--- config.mk ---
export PLATFORM = sky130hd
export DESIGN_NAME = ar_muxn_scan
export DESIGN_NICKNAME = d
export VERILOG_FILES = /design/src/rtl/ar_muxn_scan.sv
export SDC_FILE = /design/constraint.sdc
export NUM_CORES = 1
export LEC_CHECK = 0
export CORE_MARGIN = 1.5
export CORE_UTILIZATION = 38
export DETAILED_ROUTE_END_ITERATION = 16
export PLACE_DENSITY = 0.9
export SKIP_CTS_REPAIR_TIMING = 1
export SLEW_MARGIN = 25
export SYNTH_ARGS = -nofsm -noshare
export SYNTH_HDL_FRONTEND = slang
export SYNTH_SLANG_ARGS = --single-unit
--- constraint.sdc ---
create_clock -name clk -period 3.2 [get_ports clk]
set_clock_uncertainty 0.05 [all_clocks]
set_input_delay 0.64 -clock clk [delete_from_list [all_inputs] [get_ports clk]]
set_output_delay 0.64 -clock clk [all_outputs]
set_load 0.03 [all_outputs]
--- src/rtl/ar_muxn_scan.sv ---
// N-channel word multiplexer with manual select or round-robin scan,
// feeding a one-entry registered output slot with valid/ready drain.
module ar_muxn_scan #(
    parameter int SEL_W = 2,
    parameter int DW    = 8
) (
    input  logic                      clk,
    input  logic                      rst,
    input  logic [(2**SEL_W)*DW-1:0]  din,
    input  logic [(2**SEL_W)-1:0]     ch_valid,
    output logic [(2**SEL_W)-1:0]     ch_ack,
    input  logic [SEL_W-1:0]          sel,
    input  logic                      mode,
    input  logic                      enable,
    output logic [DW-1:0]             dout,
    output logic [SEL_W-1:0]          dout_ch,
    output logic                      dout_valid,
    input  logic                      dout_ready
);

    localparam int N_CH = 2**SEL_W;

    typedef enum logic {
        EMPTY = 1'b0,
        FULL  = 1'b1
    } state_t;

    state_t           state_q;
    state_t           state_d;
    logic [DW-1:0]    dout_q;
    logic [SEL_W-1:0] ch_q;
    logic [SEL_W-1:0] ptr_q;
    logic [SEL_W-1:0] gidx;
    logic [SEL_W-1:0] idx;
    logic [DW-1:0]    gdata;
    logic             found;
    logic             slot_free;
    logic             cap;

    // Descending walk so the smallest offset from ptr wins; the
    // SEL_W-bit add wraps modulo N_CH for free.
    always_comb begin
        found = 1'b0;
        gidx  = sel;
        idx   = '0;
        if (mode) begin
            gidx = ptr_q;
            for (int i = N_CH - 1; i >= 0; i--) begin
                idx = ptr_q + SEL_W'(i);
                if (ch_valid[idx]) begin
                    found = 1'b1;
                    gidx  = idx;
                end
            end
        end else begin
            found = ch_valid[sel];
        end
    end

    assign slot_free = (state_q == EMPTY) | dout_ready;
    assign cap       = ~rst & enable & slot_free & found;

    always_comb begin
        ch_ack = '0;
        if (cap) begin
            ch_ack[gidx] = 1'b1;
        end
    end

    always_comb begin
        gdata = '0;
        for (int k = 0; k < N_CH; k++) begin
            if (gidx == SEL_W'(k)) begin
                gdata = din[k*DW +: DW];
            end
        end
    end

    always_comb begin
        state_d = state_q;
        unique case (state_q)
            EMPTY: begin
                if (cap) begin
                    state_d = FULL;
                end
            end
            FULL: begin
                if (cap) begin
                    state_d = FULL;
                end else if (dout_ready) begin
                    state_d = EMPTY;
                end
            end
        endcase
    end

    always_ff @(posedge clk) begin
        if (rst) begin
            state_q <= EMPTY;
            dout_q  <= '0;
            ch_q    <= '0;
            ptr_q   <= '0;
        end else begin
            state_q <= state_d;
            if (cap) begin
                dout_q <= gdata;
                ch_q   <= gidx;
                if (mode) begin
                    ptr_q <= gidx + SEL_W'(1);
                end
            end
        end
    end

    assign dout       = dout_q;
    assign dout_ch    = ch_q;
    assign dout_valid = (state_q == FULL);

endmodule

==> results of run 1 <==
## cells in the mapped netlist
master / count / area share [%]
a31oi_1: 1 / 0.60
o21a_1: 1 / 0.72
o21ai_0: 9 / 4.3
inv_1: 12 / 4.3
clkbuf_1: 10 / 3.6
ha_1: 4 / 4.8
a211oi_2: 10 / 12
a21o_1: 1 / 0.72
nand2_1: 9 / 3.2
mux2i_1: 1 / 0.95
mux4_2: 1 / 2.1
o211ai_1: 1 / 0.72
buf_1: 1 / 0.36
a211oi_1: 1 / 0.72
o21bai_1: 1 / 0.72
nand4bb_1: 1 / 1.1
and2_4: 1 / 0.83
nand2b_1: 2 / 1.2
dfxtp_1: 13 / 25
o32ai_1: 1 / 0.83
o41a_1: 1 / 1.1
buf_6: 1 / 1.1
a21oi_1: 28 / 13
nor2_1: 3 / 1.1
or3b_2: 2 / 1.7
nor2b_1: 5 / 3.0
and3_1: 5 / 3.0
nor3_1: 1 / 0.48
a22oi_1: 8 / 5.7
and2_1: 1 / 0.60
or2_2: 1 / 0.60
## cell families after synthesis
kind of cell / after synthesis / share of synthesized area, %
flip-flops: 13 / 24.8
multiplexers: 2 / 3.10
AND/OR/NAND/NOR: 31 / 16.7
buffers and inverters: 24 / 9.30
AO/OA/AOI/OAI: 63 / 41.4
adder cells (fa/ha/maj): 4 / 4.77
## metal layers
metal	vias up	wire length, um
met5	-	0
met4	0	57
met3	8	223
met2	51	1570
met1	579	1470
li1	614	-
## worst reg2reg max path, delay by kind of cell (launching register included)
kind	cells	cell delay, ns
compound gates	6	0.88
flops	1	0.35
simple gates	1	0.42
buf+inv	2	0.36
fa+ha+maj	1	0.20
## power groups by stage
| stage | sequential (mW) | combinational [mW] | clock, mW |
|---|---|---|---|
| 2_1_floorplan | 0.199 | 0.109 | 0 |
| 3_3_place_gp | 0.182 | 0.230 | 0 |
| 3_5_place_dp | 0.182 | 0.238 | 0 |
| 4_1_cts | 0.178 | 0.239 | 0.104 |
| 5_1_grt | 0.180 | 0.265 | 0.111 |
| 6_report | 0.179 | 0.246 | 0.103 |
## sequential cells by signal, summed over array words and instances (netlist names)
register,cells
dout,8
dout_ch,2
dout_valid,1
ptr_q,2
## metrics by stage
step           std cells  utilization, %  total power, mW  setup slack [ns]
2_1_floorplan        137               -            0.307            0.0552
6_report             227            68.9            0.528             0.265
5_1_grt              227            68.9            0.556             0.194
3_3_place_gp         223            65.9            0.411            0.0162
3_5_place_dp         223            65.9            0.420           -0.0639
4_1_cts              227            67.0            0.522           -0.0661
## area by class of cell
class / count / area, um2
Multi-Input combinational cell: 100 / 728
Timing Repair Buffer: 68 / 656
Inverter: 12 / 45.0
Tap cell: 30 / 37.5
Clock buffer: 4 / 26.3
Fill cell: 206 / 792
Sequential cell: 13 / 260
## cells in the final DEF (no fill, tap or decap), drive strengths merged
cell and n:
clkdlybuf4s50 48, a21oi 28, buf 15, dfxtp 13, inv 12, a211oi 11
nand2 9, o21ai 9, a22oi 8, nor2b 5, and3 5, dlymetal6s2s 5
clkbuf 4, ha 4, nor2 3, nand2b 2, or3b 2, and2 2
or2 1, o21a 1, o211ai 1, o32ai 1, nand4bb 1, o21bai 1
a31oi 1, mux4 1, o41a 1, a21o 1, mux2i 1, nor3 1
## worst max path at each step
stage / from / to / cells after the start
6_report: sel[1] / ch_ack[2] / 5
4_1_cts: ch_valid[1] / ch_ack[2] / 8
2_1_floorplan: ch_valid[1] / ch_ack[3] / 8
3_3_place_gp: ch_valid[0] / ch_ack[2] / 8
5_1_grt: sel[1] / ch_ack[2] / 5
3_5_place_dp: ch_valid[1] / ch_ack[2] / 8
==> flow_summary.yaml, run 1 <==
sta:
  slew_viol_final: 0
  fin_hold_ws_ns: 0.482
  worstMarginPinSlew_ns: 0.326
  slew_headroom_pct: 78.2
  fmax_mhz: 341
  finalHoldViolations: 0
  finalSetupViolations: 0
  period_needed_ns: 2.94
  rsz0062_at_grt: "no"
  fin_tns_setup_ns: 0
  fin_crit_sh_pct: 91.7
power:
  switching_power_mw: 0.184
  intPower_mw: 0.344
  seqPwrFrac_pct: 33.8
  clockPowerShare_pct: 19.5
  ir_drop_mv: 0.267
  switching_share_pct: 34.8
  p_per_area_nw_per_um2: 301
  leakagePower_nw: 0.736
  comb_power_share_pct: 46.6
floorplan:
  die_area_um2: 3090
  start_util_pct: 41.2
  num_rows: 18
  die_x_um: 55.6
  die_h_um: 55.6
  core_um2: 2540
  top_level_ports: 58
place:
  dpl.hpwl_um: 2550
  portBuffers: 57
  post_dp_cell_area_um2: 1680
  place_congestion: 0.829
critical_path:
  crit_chain: "clkdlybuf4s50_1 > mux4_2 > a21o_1 > and3_1 > buf_4"
  critical_path_class: "in2out"
  path_buf_inv: 2
  worstPathRequired_ns: 2.51
  rrSetupSlack_ns: 0.82
  critical-path-top-delay-family: "buffers and inverters"
  timing.rr.end: "dout[7]"
  reg2reg_depth: 10
  path_max_fanout: 5
  rr_startpoint: "ptr_q[1]"
  start_kind: "primary input"
  cpPeakStageDelay_ns: 0.50
  crit_arrival_ns: 2.25
  critPathCaptureType: "primary output"
  slowest_stage: "mux4_2"
global_route:
  grt_usage_pct: 21.3
  grt_max_degree: 17
  grtUsageMet3_pct: 5.39
  grt_pass1_vias: 1141
  antenna_found_initial: 0
  use_met1_pct: 26.7
  grt_remaining_overflow: 0
  grt_busiest_layer: "met2"
  grt_pass1_wl_um: 5310
  met2_usage_pct: 33.7
clock_network:
  cts-root-buf: "clkbuf_4"
  clockBufferDepth: 2
  clk_latency_ns: 0.28
  clock_sinks: 13
  cts_buffers: 3
  cts.clk_slew.worst_paths_ns: 0.08
  ctsHtreeMaxLevel: 1
  cts_tree: "done"
status:
  status: "complete, no violations"
synth:
  synth.distinct_cells: 31
  ys_ff_latch: 13
  syn-cell-area_um2: 1050
  synth_area_per_cell_um2: 7.66
  synthesis.nets: 184
  yosysWarnings: 0
  synth-seq-area-share_pct: 24.8
  synthCells: 137
final_layout:
  drive_above_1_share_pct: 19.8
  stdcell_area_um2: 1750
  fin_nets: 245
  diodes: 0
  area_growth_pct: 67.0
drt:
  drt_iter0_drc: 43
  num_vias: 1252
  wirelength_um: 3320
  wl_per_cell_um: 14.6
  ant_nets: 0
  drc_errors: 0
  first_pass_iters: 6
  routed_via_density: 5.52
hold_path:
  worstHoldEndpoint: "dout_valid"
  worstHoldStart: "dout_valid"
  worstHoldPathCells: 2
  hp-class: "reg2reg"
job:
  maxCapViolCount: 0
Power figures use the tool's default switching activity.
==> inputs of run 2 (changes only) <==
CTS_CLUSTER_DIAMETER = 150   (was not set)
==> results of run 2 <==
Final layout, timing and power as in run 1 (identical DEF).
